**config.mk**
```make
export PLATFORM = sky130hd
export DESIGN_NAME = brch_predict_unit
export DESIGN_NICKNAME = d
export VERILOG_FILES = /design/src/rtl/brch_pkg.sv /design/src/rtl/sat_cnt2.sv /design/src/rtl/brch_predict_unit.sv
export SDC_FILE = /design/constraint.sdc
export NUM_CORES = 1
export LEC_CHECK = 0
export CORE_ASPECT_RATIO = 0.6
export CORE_MARGIN = 3
export CORE_UTILIZATION = 50
export DETAILED_ROUTE_END_ITERATION = 12
export PLACE_DENSITY = 0.92
export RECOVER_POWER = 100
export SLEW_MARGIN = 20
export SYNTH_ARGS = -nofsm -noshare
export SYNTH_HDL_FRONTEND = slang
export SYNTH_SLANG_ARGS = --single-unit
```
**constraint.sdc**
```tcl
create_clock -name clk -period 3.88 [get_ports clk]
set_input_delay 0.582 -clock clk [delete_from_list [all_inputs] [get_ports clk]]
set_output_delay 0.582 -clock clk [all_outputs]
set_load 0.03 [all_outputs]
```
**src/rtl/brch_pkg.sv**
```systemverilog
// Shared encodings for the branch resolution / prediction unit:
// condition codes, ex_brch_instr bit positions and 2-bit counter states.
package brch_pkg;

    localparam logic [1:0] COND_EQZ = 2'b00;
    localparam logic [1:0] COND_NEZ = 2'b01;
    localparam logic [1:0] COND_LTZ = 2'b10;
    localparam logic [1:0] COND_GEZ = 2'b11;

    localparam int BRCH_JMP = 3;
    localparam int BRCH_CND = 2;

    localparam logic [1:0] SNT = 2'b00;
    localparam logic [1:0] WNT = 2'b01;
    localparam logic [1:0] WT  = 2'b10;
    localparam logic [1:0] ST  = 2'b11;

    // One training step of a 2-bit counter, saturating at SNT and ST.
    function automatic logic [1:0] sat_step(input logic [1:0] cur, input logic up);
        logic [1:0] nxt;
        nxt = cur;
        if (up && cur != ST)
            nxt = cur + 2'b01;
        else if (!up && cur != SNT)
            nxt = cur - 2'b01;
        return nxt;
    endfunction

endpackage

```
**src/rtl/sat_cnt2.sv**
```systemverilog
// One 2-bit saturating direction counter; resets to weak-not-taken.
module sat_cnt2
    import brch_pkg::*;
(
    input  logic       clk,
    input  logic       rst,
    input  logic       en,
    input  logic       up,
    output logic [1:0] q
);

    always_ff @(posedge clk) begin
        if (rst)
            q <= WNT;
        else if (en)
            q <= sat_step(q, up);
    end

endmodule

```
**src/rtl/brch_predict_unit.sv**
```systemverilog
// Execute-stage branch resolution with a PC-indexed table of 2-bit counters
// feeding fetch predictions, plus a registered flush/redirect on mispredict.
module brch_predict_unit
    import brch_pkg::*;
#(
    parameter int DATA_W      = 16,
    parameter int PC_W        = 16,
    parameter int BHT_ENTRIES = 16,
    parameter int CNT_W       = 16
) (
    input  logic              clk,
    input  logic              rst,
    input  logic [PC_W-1:0]   if_pc,
    output logic              if_pred_taken,
    input  logic              ex_valid,
    input  logic              ex_stall,
    input  logic [PC_W-1:0]   ex_pc,
    input  logic [3:0]        ex_brch_instr,
    input  logic [DATA_W-1:0] ex_rs_val,
    input  logic              ex_pred_taken,
    input  logic [PC_W-1:0]   ex_target,
    input  logic [PC_W-1:0]   ex_pc_plus2,
    output logic              BrchCnd,
    output logic              flush,
    output logic [PC_W-1:0]   redirect_pc,
    output logic [CNT_W-1:0]  brch_cnt,
    output logic [CNT_W-1:0]  mispred_cnt
);

    localparam int IDX_W = $clog2(BHT_ENTRIES);

    logic [1:0]       bht [BHT_ENTRIES];
    logic [IDX_W-1:0] if_idx;
    logic [IDX_W-1:0] ex_idx;
    logic             is_jmp;
    logic             is_cnd;
    logic             cond;
    logic             resolve;
    logic             mispredict;
    logic             bht_upd;

    // Bit 0 of the PC is always zero for halfword-aligned instructions.
    assign if_idx        = if_pc[IDX_W:1];
    assign ex_idx        = ex_pc[IDX_W:1];
    assign if_pred_taken = bht[if_idx][1];

    assign is_jmp = ex_brch_instr[BRCH_JMP];
    assign is_cnd = ex_brch_instr[BRCH_CND];

    always_comb begin
        cond = 1'b0;
        case (ex_brch_instr[1:0])
            COND_EQZ: cond = (ex_rs_val == '0);
            COND_NEZ: cond = (ex_rs_val != '0);
            COND_LTZ: cond = ex_rs_val[DATA_W-1];
            COND_GEZ: cond = ~ex_rs_val[DATA_W-1];
            default:  cond = 1'b0;
        endcase
    end

    assign BrchCnd = is_jmp ? 1'b1 : (is_cnd ? cond : 1'b0);

    // ex_valid qualifies every ex_* input; ex_stall freezes them. An
    // instruction resolves in exactly the one cycle where ex_valid & ~ex_stall.
    assign resolve    = ex_valid & ~ex_stall & (is_jmp | is_cnd);
    assign mispredict = resolve & (BrchCnd != ex_pred_taken);
    assign bht_upd    = resolve & is_cnd & ~is_jmp;

    for (genvar i = 0; i < BHT_ENTRIES; i++) begin : g_bht
        sat_cnt2 u_cnt (
            .clk (clk),
            .rst (rst),
            .en  (bht_upd && (ex_idx == IDX_W'(i))),
            .up  (BrchCnd),
            .q   (bht[i])
        );
    end

    always_ff @(posedge clk) begin
        if (rst) begin
            flush       <= 1'b0;
            redirect_pc <= '0;
            brch_cnt    <= '0;
            mispred_cnt <= '0;
        end else begin
            flush <= mispredict;
            if (mispredict)
                redirect_pc <= BrchCnd ? ex_target : ex_pc_plus2;
            if (resolve && brch_cnt != '1)
                brch_cnt <= brch_cnt + CNT_W'(1);
            if (mispredict && mispred_cnt != '1)
                mispred_cnt <= mispred_cnt + CNT_W'(1);
        end
    end

endmodule

```
Yosys cells after proc, flatten, opt, wreduce, memory -nomap -nowiden

Cells that the tools add are included.

Register bits: 81
Latch bits: 0
Bits in writable memories: 0
ROM bits: 0
Input port bits: 89
Output and inout bits: 51
Word-level logic and storage cells: 244
Memories kept: 0

Add/subtract/negate cells: 34
Multiply operators: 0
Div/mod/pow operators: 0
Magnitude comparators: 1
Equal/unequal tests: 37
Shifts and indexed selects: 0
Mux-type cells: 39
Bitwise gates (word level): 10
Reduce and logical (&&, ||, !) cells: 103

Operator list:

| operator                                            | count |
|---|---|
| two-way mux 2 bit                                   | 34 |
| nonzero test 2 bit                                  | 32 |
| logical AND 1 bit                                   | 50 |
| adder 16 x 1 -> 16 bit, second input constant       | 2 |
| adder 2 x 1 -> 2 bit, second input constant         | 16 |
| equality test 4 bit, second input constant          | 8 |
| inequality test 16 bit, second input constant       | 2 |
| inequality test 2 bit, second input constant        | 16 |
| AND reduction 2 bit                                 | 16 |
| subtractor 2 x 1 -> 2 bit, second input constant    | 16 |
| equality test 4 x 3 -> 1 bit, second input constant | 4 |
| zero test 16 bit                                    | 1 |
| two-way mux 16 bit                                  | 1 |
| nonzero test 16 bit                                 | 1 |
| binary-select mux 2 bit (select 4 bit)              | 1 |
| equality test 4 x 2 -> 1 bit, second input constant | 2 |
| bitwise AND 1 bit                                   | 5 |
| >= comparator 5 bit, second input constant          | 1 |
| NOT 4 -> 5 bit                                      | 1 |
| equality test 2 bit, second input constant          | 2 |
| equality test 4 x 1 -> 1 bit, second input constant | 1 |
| zero test 4 bit                                     | 1 |
| one-hot mux 1 bit (4 select lines)                  | 1 |
| NOT 1 bit                                           | 3 |
| other kinds (6)                                     | 7 |

Depth between registers and ports, before layout

Gate-level depths: netlist (run 1).

Depth after elaboration: 8
Gate-level depth with buffers: 9

Cells and area by module

From an unflattened synthesis (run 1), not the netlist that was laid out.

Cell total of the unflattened synthesis: 530
Area, all modules: 4664.5 um^2

By module, submodules not included:

| module            | times used | cells each | area each (um^2) | sequential area each (um^2) |
|---|---|---|---|---|
| brch_predict_unit | 1          | 338        | 2922.8           | 980.9 |
| sat_cnt2          | 16         | 12         | 108.9            | 40.0 |

Worst setup path before layout (run 1)

Ideal clock, no wire load.

Kind: input to output
Start point: input port ex_rs_val[15]
End point: output port BrchCnd
Arrival: 1.974 ns
Data required time: 3.298 ns
Slack: 1.324 ns
Stages: 7
Path through: nor4_2 -> nand2_1 -> a211o_1 -> nor2_2 -> inv_2 -> buf_2 -> buf_2

Word-level cells in the longest chain between the ends: 4
Elaborated cells on any way between the ends: 6
Those cells by class: 3 x mux; 1 x bitwise; 2 x reduce/logical

RTL lines:

| element                                     | RTL line                | text |
|---|---|---|
| start, declared                             | brch_predict_unit.sv:19 | `input logic [DATA_W-1:0] ex_rs_val,` |
| nonzero test 16 bit (tied with other cells) | brch_predict_unit.sv:54 | `COND_NEZ: cond = (ex_rs_val != '0);` |
| one-hot mux 1 bit (4 select lines) (*)      | brch_predict_unit.sv:52 | `case (ex_brch_instr[1:0])` |
| two-way mux 1 bit (*) (2 in series)         | brch_predict_unit.sv:61 | `assign BrchCnd = is_jmp ? 1'b1 : (is_cnd ? cond : 1'b0);` |
| end, declared                               | brch_predict_unit.sv:23 | `output logic BrchCnd,` |

Mark *: on every way between the ends. The rest lies on a longest branch, timed or not.

Worst setup path after layout (run 1)

Start point: input port ex_rs_val[6]
End point: register redirect_pc[1]

Word-level cells in the longest chain between the ends: 6
Elaborated cells on any way between the ends: 8
Those cells by class: 1 x eq/ne; 4 x mux; 1 x bitwise; 2 x reduce/logical

RTL lines:

| element                                                        | RTL line                                         | text |
|---|---|---|
| nonzero test 16 bit / zero test 16 bit (equally long branches) | brch_predict_unit.sv:54, brch_predict_unit.sv:53 |  |
| one-hot mux 1 bit (4 select lines) (*)                         | brch_predict_unit.sv:52                          |  |
| two-way mux 1 bit (*) (2 in series)                            | brch_predict_unit.sv:61                          |  |
| inequality test 1 bit                                          | brch_predict_unit.sv:66                          | `assign mispredict = resolve & (BrchCnd != ex_pred_taken);` |
| bitwise AND 1 bit                                              | brch_predict_unit.sv:66                          |  |
| end signal, assigned                                           | brch_predict_unit.sv:88                          | `redirect_pc <= BrchCnd ? ex_target : ex_pc_plus2;` |
| end, declared                                                  | brch_predict_unit.sv:25                          | `output logic [PC_W-1:0] redirect_pc,` |

Marks and branches as above.
A chain may end at the register's enable or synchronous reset.

==> flow_metrics.env, run 1 <==
export IMPL_yosysWarnings=0
export IMPL_die_height_um=78.2
export IMPL_avgViaCountPerCell=6.26
export IMPL_cts_repair_timing_setup_buffer_count=0
export IMPL_holdBufCountCts=0
export IMPL_slew_violations=0
export IMPL_async_reset_ff_share_pct=0
export IMPL_leakage_power_nw=2.17
export IMPL_max_cap_violations=0
export IMPL_io_buffers=115
export IMPL_ctsRootBufferMaster="clkbuf_16"
export IMPL_routedWlPerCell_um=18.3
export IMPL_dominantRegCellSynth="dfxtp_1"
export IMPL_routed_wl_mm=13.5
export IMPL_initial_core_util_pct=53.3
export IMPL_worstSkewPairLatency_ns=0.34
export IMPL_final_antenna_net_count=0
export IMPL_postSynthRegisterBits=81
export IMPL_cts_tree="done"
export IMPL_crit_path_start_kind="input port"
export IMPL_syn_mean_instance_area_um2=8.41
export IMPL_drc=0
export IMPL_place_area_mm2=0.00557
export IMPL_worst_ir_drop_vdd_mv=0.236
export IMPL_cts_max_level=3
export IMPL_globalRoute_totalOverflow=0
export IMPL_die_width_um=126
export IMPL_report_final_setup_viol=0
export IMPL_max_slew_margin_pct=8.66
export IMPL_clk_path_buf_depth=2
export IMPL_drt_iter0_drc=576
export IMPL_synth_seq_area_share_pct=37.3
export IMPL_post_route_cell_area_mm2=0.00584
export IMPL_status="finished clean"
export IMPL_via_count_of_the_first_global_routing_pass=4602
export IMPL_pin_count=140
export IMPL_worstSetupPathType="input port to flop"
export IMPL_area_growth_pct=34.3
export IMPL_grt_antenna_before_repair=0
export IMPL_cp_arrival_ns=3.74
export IMPL_gpl_final_weighted_congestion=0.915
export IMPL_antenna_cells_inserted=0
export IMPL_min_period_over_period_pct=90.7
export IMPL_grt_total_usage_pct=27.0
export IMPL_fp_coreArea_mm2=0.00816
export IMPL_post_cts_resized=0
export IMPL_drt_pass1_iterations=6
export IMPL_worstPathRequired_ns=4.11
export IMPL_syn_instance_count=517
export IMPL_period_needed_ns=3.52
export IMPL_total_power_mw=1.95
export IMPL_ys_types=56
export IMPL_worst_pin_slew_ns=1.34
export IMPL_syn_cell_area_mm2=0.00435
export IMPL_final_critical_path_setup_slack_ns=0.362
export IMPL_path_max_fanout=16
export IMPL_pwr_density_cell_mw_per_mm2=334
export IMPL_num_fill_cells=599
export IMPL_die_area_mm2=0.00989
export IMPL_clock_fmax_ghz=0.284
export IMPL_timing_final_hold_violations=0
export IMPL_cts_sinks=81
export IMPL_synth_enable_flop_cells=0
export IMPL_pin_count_of_the_biggest_net_entering_global_routing=67
export IMPL_final_layout_size_suffix_gt1_share_pct=6.69
export IMPL_rsz0062_at_grt="no"
export IMPL_hpwl_mm=9.68
export IMPL_min_path_type="flop to flop"
export IMPL_fin_hold_ws_ns=0.506
export IMPL_design_final_nets=714
export IMPL_cts_buffers=9
export IMPL_first_pass_grt_wire_length_mm=21.7
export IMPL_number_of_placement_rows=25
export IMPL_final_setup_tns_ns=0
export IMPL_end_kind="flop"
export IMPL_worst_setup_hold_path_clk_slew_ns=0.06
export IMPL_finClkSkew_ns=0.00515
export IMPL_via_count=4606
export IMPL_pre_cts_slack_ns=0.509
export IMPL_synth_nets=608
-- cell families after synthesis --
logic type                 synth area share [%]
AOI/OAI and AO/OA                          23.4
and+or+nand+nor                            25.6
xor gates and xnor gates                   2.82
adders and majority gates                 0.575
DFF                                        37.3
muxes                                      6.22
buffers and inverters                      4.03
-- layout by cell type, fill, tap and decap left out, drive strengths merged, types with 5 or more instances in the layout --
cell,n
nand4,10
mux4,5
dfxtp,81
mux2,9
clkdlybuf4s50,61
a31oi,7
o2111a,16
nand2,41
clkbuf,13
nand3,24
o21ai,34
nor3,9
a21boi,5
o21a,5
o211ai,20
dlygate4sd3,53
inv,20
nor2b,11
nor2,48
xor2,12
and3,10
a21oi,30
or3,32
nor4,8
-- path summary, 6_finish.rpt --
kind | start | to | slack (ns) | depth (start not counted)
worst min-delay path | g_bht[13].u_cnt.q[0] | g_bht[13].u_cnt.q[0] | 0.51 | 1
worst min register to register | g_bht[13].u_cnt.q[0] | g_bht[13].u_cnt.q[0] | 0.51 | 1
worst max-delay path | ex_rs_val[6] | redirect_pc[1] | 0.36 | 7
worst max register to register | brch_cnt[8] | brch_cnt[9] | 1.21 | 6
-- per-stage QoR --
| step | instances | utilization, % |
|---|---|---|
| after global placement | 720 | 68.2 |
| after floorplan | 517 | - |
| after CTS | 736 | 71.8 |
| final | 736 | 71.5 |
| after global routing | 736 | 71.5 |
| after detailed placement | 720 | 68.2 |
-- state kept, by name (all words and copies together) (netlist names) --
signal         count
brch_cnt          16
redirect_pc       16
flush              1
mispred_cnt       16
g_bht.u_cnt.q     32
-- metal layers --
| metal | up-vias | global-route usage (%) | share of wire, % |
|---|---|---|---|
| met1 | 2152 | 30.9 | 38 |
| met2 | 275 | 45.4 | 47 |
| met3 | 33 | 11.1 | 13 |
| met4 | 0 | 10.1 | 1.9 |
| met5 | - | 0 | 0 |
| li1 | 2146 | - | - |
-- final cells by class --
| cell class | count | area (µm²) | area share (%) |
|---|---|---|---|
| Clock buffer | 11 | 243 | 4.16 |
| Sequential cell | 81 | 1620 | 27.8 |
| Multi-Input combinational cell | 391 | 2530 | 43.4 |
| Clock inverter | 5 | 55.1 | 0.943 |
| Inverter | 20 | 75.1 | 1.29 |
| Tap cell | 108 | 135 | 2.31 |
| Timing Repair Buffer | 120 | 1180 | 20.2 |
-- synth_stat cells, types with 5 or more instances --
library cell	instances	area, µm²
o21ai_0	33	165
mux2_2	8	90.1
a21oi_1	29	145
inv_1	19	71.3
nor3_1	7	35.0
and3_1	10	62.6
a31oi_1	7	43.8
o21a_1	5	37.5
nor2_1	47	176
nand4_1	10	62.6
nor4_1	7	43.8
buf_2	5	25.0
mux4_2	5	113
o2111a_1	16	180
nand2_1	41	154
xor2_1	12	105
or3_1	32	200
o211ai_1	20	150
nand3_1	24	120
clkbuf_1	20	75.1
nor2b_1	11	68.8
dfxtp_1	81	1620
-- report_power, final --
part / internal (mW) / leakage, nW / switching [mW]
logic: 0.104 / 1.37 / 0.130
registers: 0.847 / 0.655 / 0.0119
clock network: 0.514 / 0.142 / 0.347
total: 1.46 / 2.17 / 0.488
-- critical path: stages --
cell,delay [ns]
dlygate4sd3_1,0.54
nor4_1,0.27
nand3_1,0.26
mux2i_4,0.30
nor3_1,1.04
nor3_2,0.38
o2111a_1,0.36
(Power assumes the default switching activity.)
==> run 2: changes to the inputs <==
Settings changed: CORE_MARGIN 3 to default, CORE_UTILIZATION 50 to 42, PLACE_DENSITY 0.92 to 0.83.
Clock period 3.88 ns to 3.13 ns, I/O delays scaled along.
==> run 2 against run 1 <==
Compared with the run above: cell area rose by 2.9%; combinational power rose by 29%; worst setup slack got worse by 0.22 ns; first-iteration DRC count fell by 16%; wire length fell by 0.41%; final cell count rose by 5.6%; power rose by 29%; clock skew fell by 0.00099 ns; die area rose by 9.0%.
==> flow_metrics.env, run 2 (synthesis results as in run 1) <==
export IMPL_antenna_cells_inserted=0
export IMPL_cts_max_level=3
export IMPL_worst_pin_slew_ns=1.04
export IMPL_report_final_setup_viol=0
export IMPL_grt_antenna_before_repair=0
export IMPL_cp_buffers_inverters=2
export IMPL_critPathSlowestCell="dlygate4sd3_1"
export IMPL_worst_path_most_repeated_cell="mux4_2"
export IMPL_number_of_placement_rows=28
export IMPL_mostFrequentLayoutCells="dfxtp_1 (81), clkdlybuf4s50_1 (60), dlygate4sd3_1 (52), nor2_1 (48), nand2_1 (41)"
export IMPL_area_growth_pct=38.2
export IMPL_finClkSkew_ns=0.00416
export IMPL_cp_arrival_ns=2.52
export IMPL_initial_core_util_pct=43.7
export IMPL_clk_path_buf_depth=2
export IMPL_layout_cells_most_common="dfxtp_1"
export IMPL_path_max_fanout=4
export IMPL_slew_violations=0
export IMPL_max_slew_margin_pct=30.6
export IMPL_leakage_power_nw=2.25
export IMPL_pin_count_of_the_biggest_net_entering_global_routing=67
export IMPL_gpl_final_weighted_congestion=0.898
export IMPL_place_area_mm2=0.00572
export IMPL_via_count=4685
export IMPL_pin_count=140
export IMPL_design_final_nets=728
export IMPL_pwr_density_cell_mw_per_mm2=420
export IMPL_timing_final_hold_violations=0
export IMPL_min_period_over_period_pct=95.6
export IMPL_final_setup_tns_ns=0
export IMPL_end_kind="output port"
export IMPL_grt_total_usage_pct=25.1
export IMPL_rsz0062_at_grt="no"
export IMPL_via_count_of_the_first_global_routing_pass=4492
export IMPL_drt_pass1_iterations=6
export IMPL_io_buffers=115
export IMPL_fp_coreArea_mm2=0.00995
export IMPL_critPathMaxStageDelay_ns=0.67
export IMPL_routedWlPerCell_um=17.3
export IMPL_final_layout_size_suffix_gt1_share_pct=7.79
export IMPL_first_pass_grt_wire_length_mm=21.1
export IMPL_pre_cts_slack_ns=-0.0280
export IMPL_cts_tree="done"
export IMPL_routed_wl_mm=13.4
export IMPL_final_antenna_net_count=0
export IMPL_crit_path_start_kind="input port"
export IMPL_cts_sinks=81
export IMPL_clock_fmax_ghz=0.334
export IMPL_die_height_um=80.8
export IMPL_post_route_cell_area_mm2=0.00601
export IMPL_critical_path_top_delay_family="buffers and inverters"
export IMPL_top_register="g_bht.u_cnt.q"
export IMPL_status="finished clean"
export IMPL_largest_reg_flops=32
export IMPL_fin_hold_ws_ns=0.511
export IMPL_hpwl_mm=9.86
export IMPL_period_needed_ns=2.99
export IMPL_die_width_um=133
export IMPL_worst_setup_hold_path_clk_slew_ns=0.06
export IMPL_final_critical_path_setup_slack_ns=0.138
export IMPL_worstPathRequired_ns=2.66
export IMPL_avgViaCountPerCell=6.03
export IMPL_min_path_type="flop to flop"
export IMPL_worst_ir_drop_vdd_mv=0.373
export IMPL_globalRoute_totalOverflow=0
export IMPL_worstSkewPairLatency_ns=0.34
export IMPL_drc=0
export IMPL_die_area_mm2=0.0108
export IMPL_max_cap_violations=0
export IMPL_worstPathCellList="dlygate4sd3_1 -> mux4_2 -> mux4_2 -> dlygate4sd2_1"
export IMPL_cts_buffers=9
export IMPL_ctsRootBufferMaster="clkbuf_16"
export IMPL_worstSetupPathType="input port to output port"
export IMPL_drt_iter0_drc=481
export IMPL_holdBufCountCts=0
==> run 2: final cells by class <==
| class | instances | area [µm²] |
|---|---|---|
| Fill cell | 824 | 3940 |
| Multi-Input combinational cell | 391 | 2540 |
| Sequential cell | 81 | 1620 |
| Timing Repair Buffer | 134 | 1280 |
| Clock buffer | 14 | 264 |
| Tap cell | 135 | 169 |
| Inverter | 20 | 75.1 |
| Clock inverter | 2 | 60.1 |
==> run 2: power by group <==
group	switching (mW)	internal, mW	total [mW]
clock	0.410	0.744	1.15
combinational	0.163	0.139	0.302
sequential	0.0151	1.05	1.06
total	0.588	1.93	2.52
==> run 2: per-stage QoR <==
| stage | power (mW) | std cells | util (%) |
|---|---|---|---|
| after floorplan | 1.23 | 517 | - |
| after global placement | 1.39 | 761 | 57.5 |
| after detailed placement | 1.40 | 761 | 57.5 |
| after CTS | 2.54 | 777 | 60.7 |
| after global routing | 2.60 | 777 | 60.4 |
| final | 2.52 | 777 | 60.4 |
==> run 2: path summary, 6_finish.rpt <==
check | startpoint | end | slack (ns) | depth (start not counted)
hold reg to reg | g_bht[13].u_cnt.q[0] | g_bht[13].u_cnt.q[0] | 0.51 | 1
hold / removal | g_bht[13].u_cnt.q[0] | g_bht[13].u_cnt.q[0] | 0.51 | 1
setup / recovery | if_pc[1] | if_pred_taken | 0.14 | 4
setup reg to reg | mispred_cnt[0] | mispred_cnt[0] | 0.94 | 7
==> run 2: what timing repair did <==
item                       in CTS  in global routing
setup endpoints to repair       1                  1
buffers inserted                0                  0
gates resized for setup         1                  1
==> run 2: layer usage <==
layer  vias up  GRT usage [%]  wire [µm]
met3        38           10.4       1520
met5         -              0          0
met1      2208           29.5       5550
met2       257           41.1       6090
met4         0           10.0        289
li1       2182              -          -
==> run 2: worst reg2reg max path: stages (launching register included) <==
cell and delay [ns]:
dfxtp_1 0.41, ha_1 0.21, nand3_1 0.16, nor4_1 0.48, nor2_1 0.09, o21ai_0 0.22
nand2_1 0.19, mux2_2 0.31
